--- config.mk ---
export PLATFORM = sky130hd
export DESIGN_NAME = uart_tx
export DESIGN_NICKNAME = d
export VERILOG_FILES = /design/src/rtl/uart_tx.sv
export SDC_FILE = /design/constraint.sdc
export NUM_CORES = 1
export LEC_CHECK = 0
export ABC_AREA = 0
export CORE_ASPECT_RATIO = 1.25
export CORE_MARGIN = 5
export CORE_UTILIZATION = 55
export DETAILED_ROUTE_END_ITERATION = 10
export GPL_TIMING_DRIVEN = 0
export PLACE_DENSITY = 0.88
export SLEW_MARGIN = 5
export SYNTH_ARGS = -nofsm -noshare
export SYNTH_HDL_FRONTEND = slang
export SYNTH_SLANG_ARGS = --single-unit
--- constraint.sdc ---
create_clock -name clk -period 4.2 [get_ports clk]
set_clock_uncertainty 0.15 [all_clocks]
set_input_delay 1.26 -clock clk [delete_from_list [all_inputs] [get_ports clk]]
set_output_delay 1.26 -clock clk [all_outputs]
set_load 0.02 [all_outputs]
--- src/rtl/uart_tx.sv ---
// UART transmitter: start bit, DATA_BITS data bits LSB first, optional parity, STOP_BITS stop bits, each CLK_DIV cycles.
// tx falls the cycle after the handshake; tx_ready stays low for the whole frame, so the next word waits.
module uart_tx #(
   parameter int CLK_DIV   = 868,
   parameter int DATA_BITS = 8,
   parameter int PARITY    = 0,
   parameter int STOP_BITS = 1
) (
   input  logic                 clk,
   input  logic                 rst,
   input  logic [DATA_BITS-1:0] tx_data,
   input  logic                 tx_valid,
   output logic                 tx_ready,
   output logic                 busy,
   output logic                 tx
);

   localparam int BAUD_W = $clog2(CLK_DIV);
   localparam int BIT_W  = $clog2(DATA_BITS + 1);
   localparam logic [BAUD_W-1:0] BAUD_LAST = BAUD_W'(CLK_DIV - 1);
   localparam logic [BIT_W-1:0]  DATA_LAST = BIT_W'(DATA_BITS - 1);
   localparam logic [BIT_W-1:0]  STOP_LAST = BIT_W'(STOP_BITS - 1);

   typedef enum logic [2:0] {
      S_IDLE,
      S_START,
      S_DATA,
      S_PAR,
      S_STOP
   } state_t;

   state_t                state_q, state_d;
   logic [BAUD_W-1:0]     baud_q, baud_d;
   logic [BIT_W-1:0]      bit_q, bit_d;
   logic [DATA_BITS-1:0]  shift_q, shift_d;
   logic                  par_q, par_d;
   logic                  tx_q, tx_d;
   logic                  tx_ready_q, tx_ready_d;
   logic                  busy_q, busy_d;
   logic                  baud_end;

   always_comb begin
      state_d  = state_q;
      bit_d    = bit_q;
      shift_d  = shift_q;
      par_d    = par_q;
      baud_end = (baud_q == BAUD_LAST);
      baud_d   = baud_end ? '0 : baud_q + BAUD_W'(1);

      case (state_q)
         S_IDLE: begin
            baud_d = '0;
            bit_d  = '0;
            if (tx_valid && tx_ready_q) begin
               shift_d = tx_data;
               par_d   = (PARITY == 1) ? ~^tx_data : ^tx_data;
               state_d = S_START;
            end
         end
         S_START: begin
            if (baud_end) begin
               bit_d   = '0;
               state_d = S_DATA;
            end
         end
         S_DATA: begin
            if (baud_end) begin
               shift_d = shift_q >> 1;
               if (bit_q == DATA_LAST) begin
                  bit_d   = '0;
                  state_d = (PARITY != 0) ? S_PAR : S_STOP;
               end else begin
                  bit_d = bit_q + BIT_W'(1);
               end
            end
         end
         S_PAR: begin
            if (baud_end) begin
               bit_d   = '0;
               state_d = S_STOP;
            end
         end
         S_STOP: begin
            if (baud_end) begin
               if (bit_q == STOP_LAST) begin
                  bit_d   = '0;
                  state_d = S_IDLE;
               end else begin
                  bit_d = bit_q + BIT_W'(1);
               end
            end
         end
         default: begin
            baud_d  = '0;
            bit_d   = '0;
            state_d = S_IDLE;
         end
      endcase

      // Outputs are decoded from the next state so the pins are plain flops.
      tx_ready_d = (state_d == S_IDLE);
      busy_d     = (state_d != S_IDLE);
      case (state_d)
         S_START: tx_d = 1'b0;
         S_DATA:  tx_d = shift_d[0];
         S_PAR:   tx_d = par_d;
         default: tx_d = 1'b1;
      endcase
   end

   always_ff @(posedge clk or posedge rst) begin
      if (rst) begin
         state_q    <= S_IDLE;
         baud_q     <= '0;
         bit_q      <= '0;
         shift_q    <= '0;
         par_q      <= 1'b0;
         tx_q       <= 1'b1;
         tx_ready_q <= 1'b0;
         busy_q     <= 1'b0;
      end else begin
         state_q    <= state_d;
         baud_q     <= baud_d;
         bit_q      <= bit_d;
         shift_q    <= shift_d;
         par_q      <= par_d;
         tx_q       <= tx_d;
         tx_ready_q <= tx_ready_d;
         busy_q     <= busy_d;
      end
   end

   assign tx       = tx_q;
   assign tx_ready = tx_ready_q;
   assign busy     = busy_q;

endmodule

* Word-level counts from Yosys, hierarchy flattened *
Cells that the tools add are included.

operators by class
  $add $sub $neg = 2
  muxes and demuxes = 22
  equality and inequality tests = 13
  reductions and logical operators = 11

operator list
  kind                   count
  $mux 3                 7
  $mux 10                2
  $mux 4                 5
  $mux 8                 2
  $pmux 8 s2             1
  $pmux 3 s5             1
  $eq 3x2->1 const B     4
  $pmux 4 s3             1
  $add 10x1->10 const B  1
  $eq 10x10->1 const B   1
  $reduce_xor 8->1       1
  $eq 3x1->1 const B     2
  $logic_not 3->1        2
  $ne 2x2->1 const B     3
  $reduce_and 3->1       2
  $add 4x1->4 const B    1
  $eq 4x3->1 const B     1
  $logic_not 4->1        1
  $reduce_or 4->1        1
  $eq 3x3->1 const B     1
  $pmux 1 s3             1
  $reduce_bool 3->1      1
  $mux 1                 2
  $ne 2x1->1 const B     1
  3 further kinds        3

word-level totals
  input port bits = 11
  logic and storage cells = 57
  flip-flop bits (word level) = 29
  output and inout port bits = 3

* Logic depth before layout (Yosys ltp) *
Gate-level depths: netlist of run 1.

  depth in word-level cells = 6
  depth in mapped cells = 7
  gate-level depth less buffers = 7

* Worst setup path before layout of run 1 *
No wires, ideal clock.

  kind = input to register
  from = in tx_valid
  to = reg tx_q (netlist: tx)
  cell stages on the path = 5
  buffers on the path = 1
  arrival = 2,123 ps
  slack = 1,845 ps
  data required time = 3,968 ps
  library setup time = 82 ps
  cells stage by stage = and4_1 -> clkbuf_1 -> a22oi_2 -> nor3b_1 -> a22oi_1

on the way
  cells in the longest elaborated chain, start to end = 5
  elaborated cells on any way between the ends = 11
  those cells by class = eq/ne (3); mux (7); reduce/logical (1)

ends and longest elaborated chain
  item                                             RTL line  RTL
  from (decl)                                      12        input logic tx_valid,
  $logic_and 1x1->1 (*)                            54        if (tx_valid && tx_ready_q) begin
  $mux 3                                           54
  $pmux 3 s5                                       50        case (state_q)
  $eq 3x2->1 / $eq 3x1->1 (equally long branches)  103       case (state_d)
  $pmux 1 s3 (*)                                   103
  net tx_d                                         37        logic tx_q, tx_d;
  to (signal assigned)                             127       tx_q <= tx_d;
  to (decl)                                        37

The timed path passes the listed nets; every way through them passes the cells marked *. The select of a mux whose other input is x is not followed.
A chain may end at the register's enable or synchronous reset.

* Final worst setup path of run 1 *
  from = reg tx_q (netlist: tx)
  to = out tx

RTL lines
  item       RTL line  RTL
  to (decl)  15        output logic tx

No word-level cell between the ends.

==> reports/summary.log, run 1 <==
[clock_tree] postcts setup bufs 0
[power] switching power share of the total 20.46%
[sta] Final Max Tran Viols 0
[setup_path] Cell Chain, Critical Path clkdlybuf4s50_1
[outcome] run status completed
[route] per-cell via count in the routed design 5.930
[min_path] HP Class flip-flop to flip-flop
[sta] highest achievable clock rate 0.3502 GHz
[setup_path] standard cell with the maximum stage delay on the critical path clkdlybuf4s50_1
[synthesis] commonest cells in the netlist dfrtp_1, nand2_1, nor2_1
[synthesis] Syn Inst Count 144
[setup_path] Worst path top cell family by delay buffers and inverters
[synthesis] syn avg cell area 10.63 sq um
[setup_path] crit path capture type output pin
[floorplanning] initial core utilization 57.10%
[power] Logic pwr share 5.4%
[power] cell leakage power 0.7948 nW
[clock_tree] TritonCTS Buffers 5
[clock_tree] TritonCTS Sinks 29
[clock_tree] number of gates resized after CTS 0
[route] post-route ant nets 0
[job] maxcap violations 0
[clock_tree] hold buffers post-CTS 0
[final_layout] share of layout cells above drive strength 1 11.52%
[sta] number of hold-slack violations in the final timing report 0
[setup_path] highest fanout seen on the critical path 1
[floorplanning] Ports 14
[clock_tree] TritonCTS clock tree yes
[place] DP Worst Slack 1.152 ns
[synthesis] flip-flop and latch count after synthesis 29
[global_route] vias in the first global route 1169
[synthesis] number of nets in the synthesized netlist 158
[clock_tree] Max Buffers Root-to-Sink 2
[setup_path] endpoint required time on the critical path 2.79 ns
[floorplanning] die outline height 68.98 microns
[route] via total after detailed routing 1180
[synthesis] cell with the most instances after synthesis dfrtp_1
[synthesis] Primary FF master, synth dfrtp_1
[global_route] aggregate global routing overflow 0
[route] detailed-route wire length 2945 microns
[place] quantity of I/O buffers inserted on ports 13
[sta] unrepaired setup endpoints after global routing no
[place] RD Place Congestion 0.7820
[synthesis] number of distinct library cell variants in the gate-level netlist after synthesis 38
[power] Internal Pwr Total 0.4365 mW
[clock_tree] master cell of the clock root buffer clkbuf_4
[route] initial detailed-routing violation count 59
[clock_tree] H-Tree Depth 2
[sta] transition time at the pin with the least slew margin 1.086 ns
[power] Pwr Density 306.9 mW/mm^2
[global_route] total routing usage reported by global routing 16.96%
[floorplanning] Horiz. Die Dim 57.18 microns
[clock_tree] clock insertion delay at the later pin of the skew report 0.33 ns
[synthesis] biggest area consumer among synthesized cells dfrtp_1
[final_layout] layout overhead on the synthesized area 16.84%
[floorplanning] area of the core 0.002680 sq mm
[final_layout] count of inserted antenna diode cells 0
[power] maximum resistive drop on vdd 0.2384 mV
[floorplanning] full die area 0.003944 sq mm
[final_layout] number of nets in the layout 178
[power] clock network fraction of design power 43.8%
[synthesis] post-synthesis cell area 0.001530 sq mm
[sta] post-route minimum period 2.855 ns
[clock_tree] register clock-pin slew on the reported worst setup and hold paths 0.10 ns
[setup_path] number of buffers and inverters on the critical path 1
[synthesis] top-area cell type share of the netlist area 45.79%
[power] power dissipated by switching net loads 0.1123 mW
[final_layout] count of fill cells added during filler insertion 202
[power] sequential cell fraction of total power 50.8%
[global_route] antenna violations before repair 0
[global_route] first-pass GRT wire length 5133 microns
[setup_path] Critical Path Source Type flip-flop
[setup_path] critical path's largest stage delay 0.60 ns
[sta] setup TNS after final layout 0 ns
[route] wire length per cell 14.80 microns
[setup_path] Setup Crit Path Kind flip-flop to output pin
[route] DRC violations left 0
[synthesis] number of enable-type register cells in the synthesized netlist 0
[place] estimated wirelength of the detail-placed design 2177 microns
[synthesis] top post-synthesis cells by area dfrtp_1, xnor2_1, nand2_1
[sta] final period utilization 67.98%
[sta] final setup fails 0
[synthesis] Synth warnings 0
[route] number of search-and-repair iterations in the first detailed-routing pass 4
[synthesis] sequential element share of the synthesized area 47.51%
[global_route] maximum number of pins on one net before global-route repair 30
[setup_path] data arrival at the endpoint of the critical path 1.45 ns
[sta] final setup margin 1.345 ns
[sta] Worst slew margin 27.52%
[synthesis] async set-reset flop share out of synthesis 100.0%
[floorplanning] number of placement rows 21
-- flip-flops by register name, indices dropped and copies added (netlist names) --
signal	count
state_q	3
busy	1
tx	1
shift_q	8
par_q	1
tx_ready	1
baud_q	10
bit_q	4
-- through the flow --
stage	total power, mW	cell area (sq um)	util, %	hold slack (ns)	instances
after detailed placement	0.3145	1703	63.54	0.3221	191
after floorplan	0.3004	1530	-	0.2968	144
final	0.5488	1788	66.71	0.3424	199
after global routing	0.5656	1788	66.71	0.3622	199
after CTS	0.5503	1788	66.71	0.3441	199
after global placement	0.3136	1703	63.54	0.3130	191
-- layout by cell type (no fill, tap or decap), types with 4 or more instances in the layout --
cell type        count
nand2_1             17
xnor2_1              8
nor3b_1              4
a22o_1               4
inv_1                6
dfrtp_1             28
clkbuf_4             5
xor2_1               7
clkdlybuf4s50_1     13
a22oi_1              7
nor2_1              14
nor3_1               4
-- final cells by class --
| class | count | area (sq um) | share of cell area [%] |
|---|---|---|---|
| multi-input combinational | 107 | 772.0 | 43.18 |
| sequential | 29 | 726.9 | 40.66 |
| timing repair buffer | 13 | 130.1 | 7.278 |
| clock buffer | 7 | 55.05 | 3.079 |
| tap | 34 | 42.54 | 2.379 |
| clock inverter | 1 | 30.03 | 1.680 |
| inverter | 6 | 22.52 | 1.260 |
| buffer | 2 | 8.758 | 0.4899 |
-- power by group through the flow --
stage	Combinational, mW	Sequential, mW	Clock, mW
global placement	0.0291	0.285	0
floorplan	0.0159	0.285	0
CTS	0.0300	0.279	0.241
finish	0.0295	0.279	0.240
detailed placement	0.0299	0.285	0
global route	0.0324	0.279	0.254
-- final timing paths --
kind	slack (ns)	endpoint	startpoint	cells past startpoint
max in group asynchronous	1.89	bit_q[2]	rst	2
worst min-delay path	0.34	shift_q[3]	shift_q[3]	2
min in group asynchronous	1.34	shift_q[5]	rst	2
worst max-delay path	1.34	tx	tx	1
worst max register to register	1.91	busy	baud_q[0]	6
worst min register to register	0.34	shift_q[3]	shift_q[3]	2
-- logic make-up after synthesis --
group,after synthesis,share of synthesized area [%]
buf+inv,8,2.044
flops,29,47.51
simple gates,65,25.35
fa+ha+maj,3,2.453
xor+xnor,15,8.586
mux,1,0.7358
compound gates,23,13.33
-- per-layer routing --
layer | vias to the layer above | wire length [microns] | part of all wire [%] | track usage [%]
met4 | 0 | 56 | 1.9 | 9.565
met1 | 590 | 1162 | 39 | 18.51
met5 | - | 0 | 0 | 0
met2 | 35 | 1587 | 54 | 30.71
li1 | 550 | - | - | -
met3 | 5 | 138 | 4.7 | 3.538
-- worst reg2reg max path, delay by kind of cell (launching register included) --
kind | cells | cell delay (ns)
DFF | 1 | 0.41
and+or+nand+nor | 3 | 0.72
AOI/OAI and AO/OA | 2 | 0.62
adders and majority gates | 1 | 0.32
Note: power is estimated with default switching activity, not from simulation.
==> inputs of run 2 (changes only) <==
==> constraint.sdc (replaced) <==
create_clock -name clk -period 2.8 [get_ports clk]
set_clock_uncertainty 0.15 [all_clocks]
set_input_delay 0.84 -clock clk [delete_from_list [all_inputs] [get_ports clk]]
set_output_delay 0.84 -clock clk [all_outputs]
set_load 0.02 [all_outputs]
==> results of run 2 <==
Same layout as run 1 (identical final DEF). Status: completed.
Among the figures that moved: setup slack after placement 1.152 ns -> 0.1721 ns; setup slack after layout 1.345 ns -> 0.3648 ns; register-to-register setup slack 1.91 ns -> 0.51 ns; total power 0.5488 mW -> 0.8232 mW; worst IR drop on VDD 0.2384 mV -> 0.3576 mV
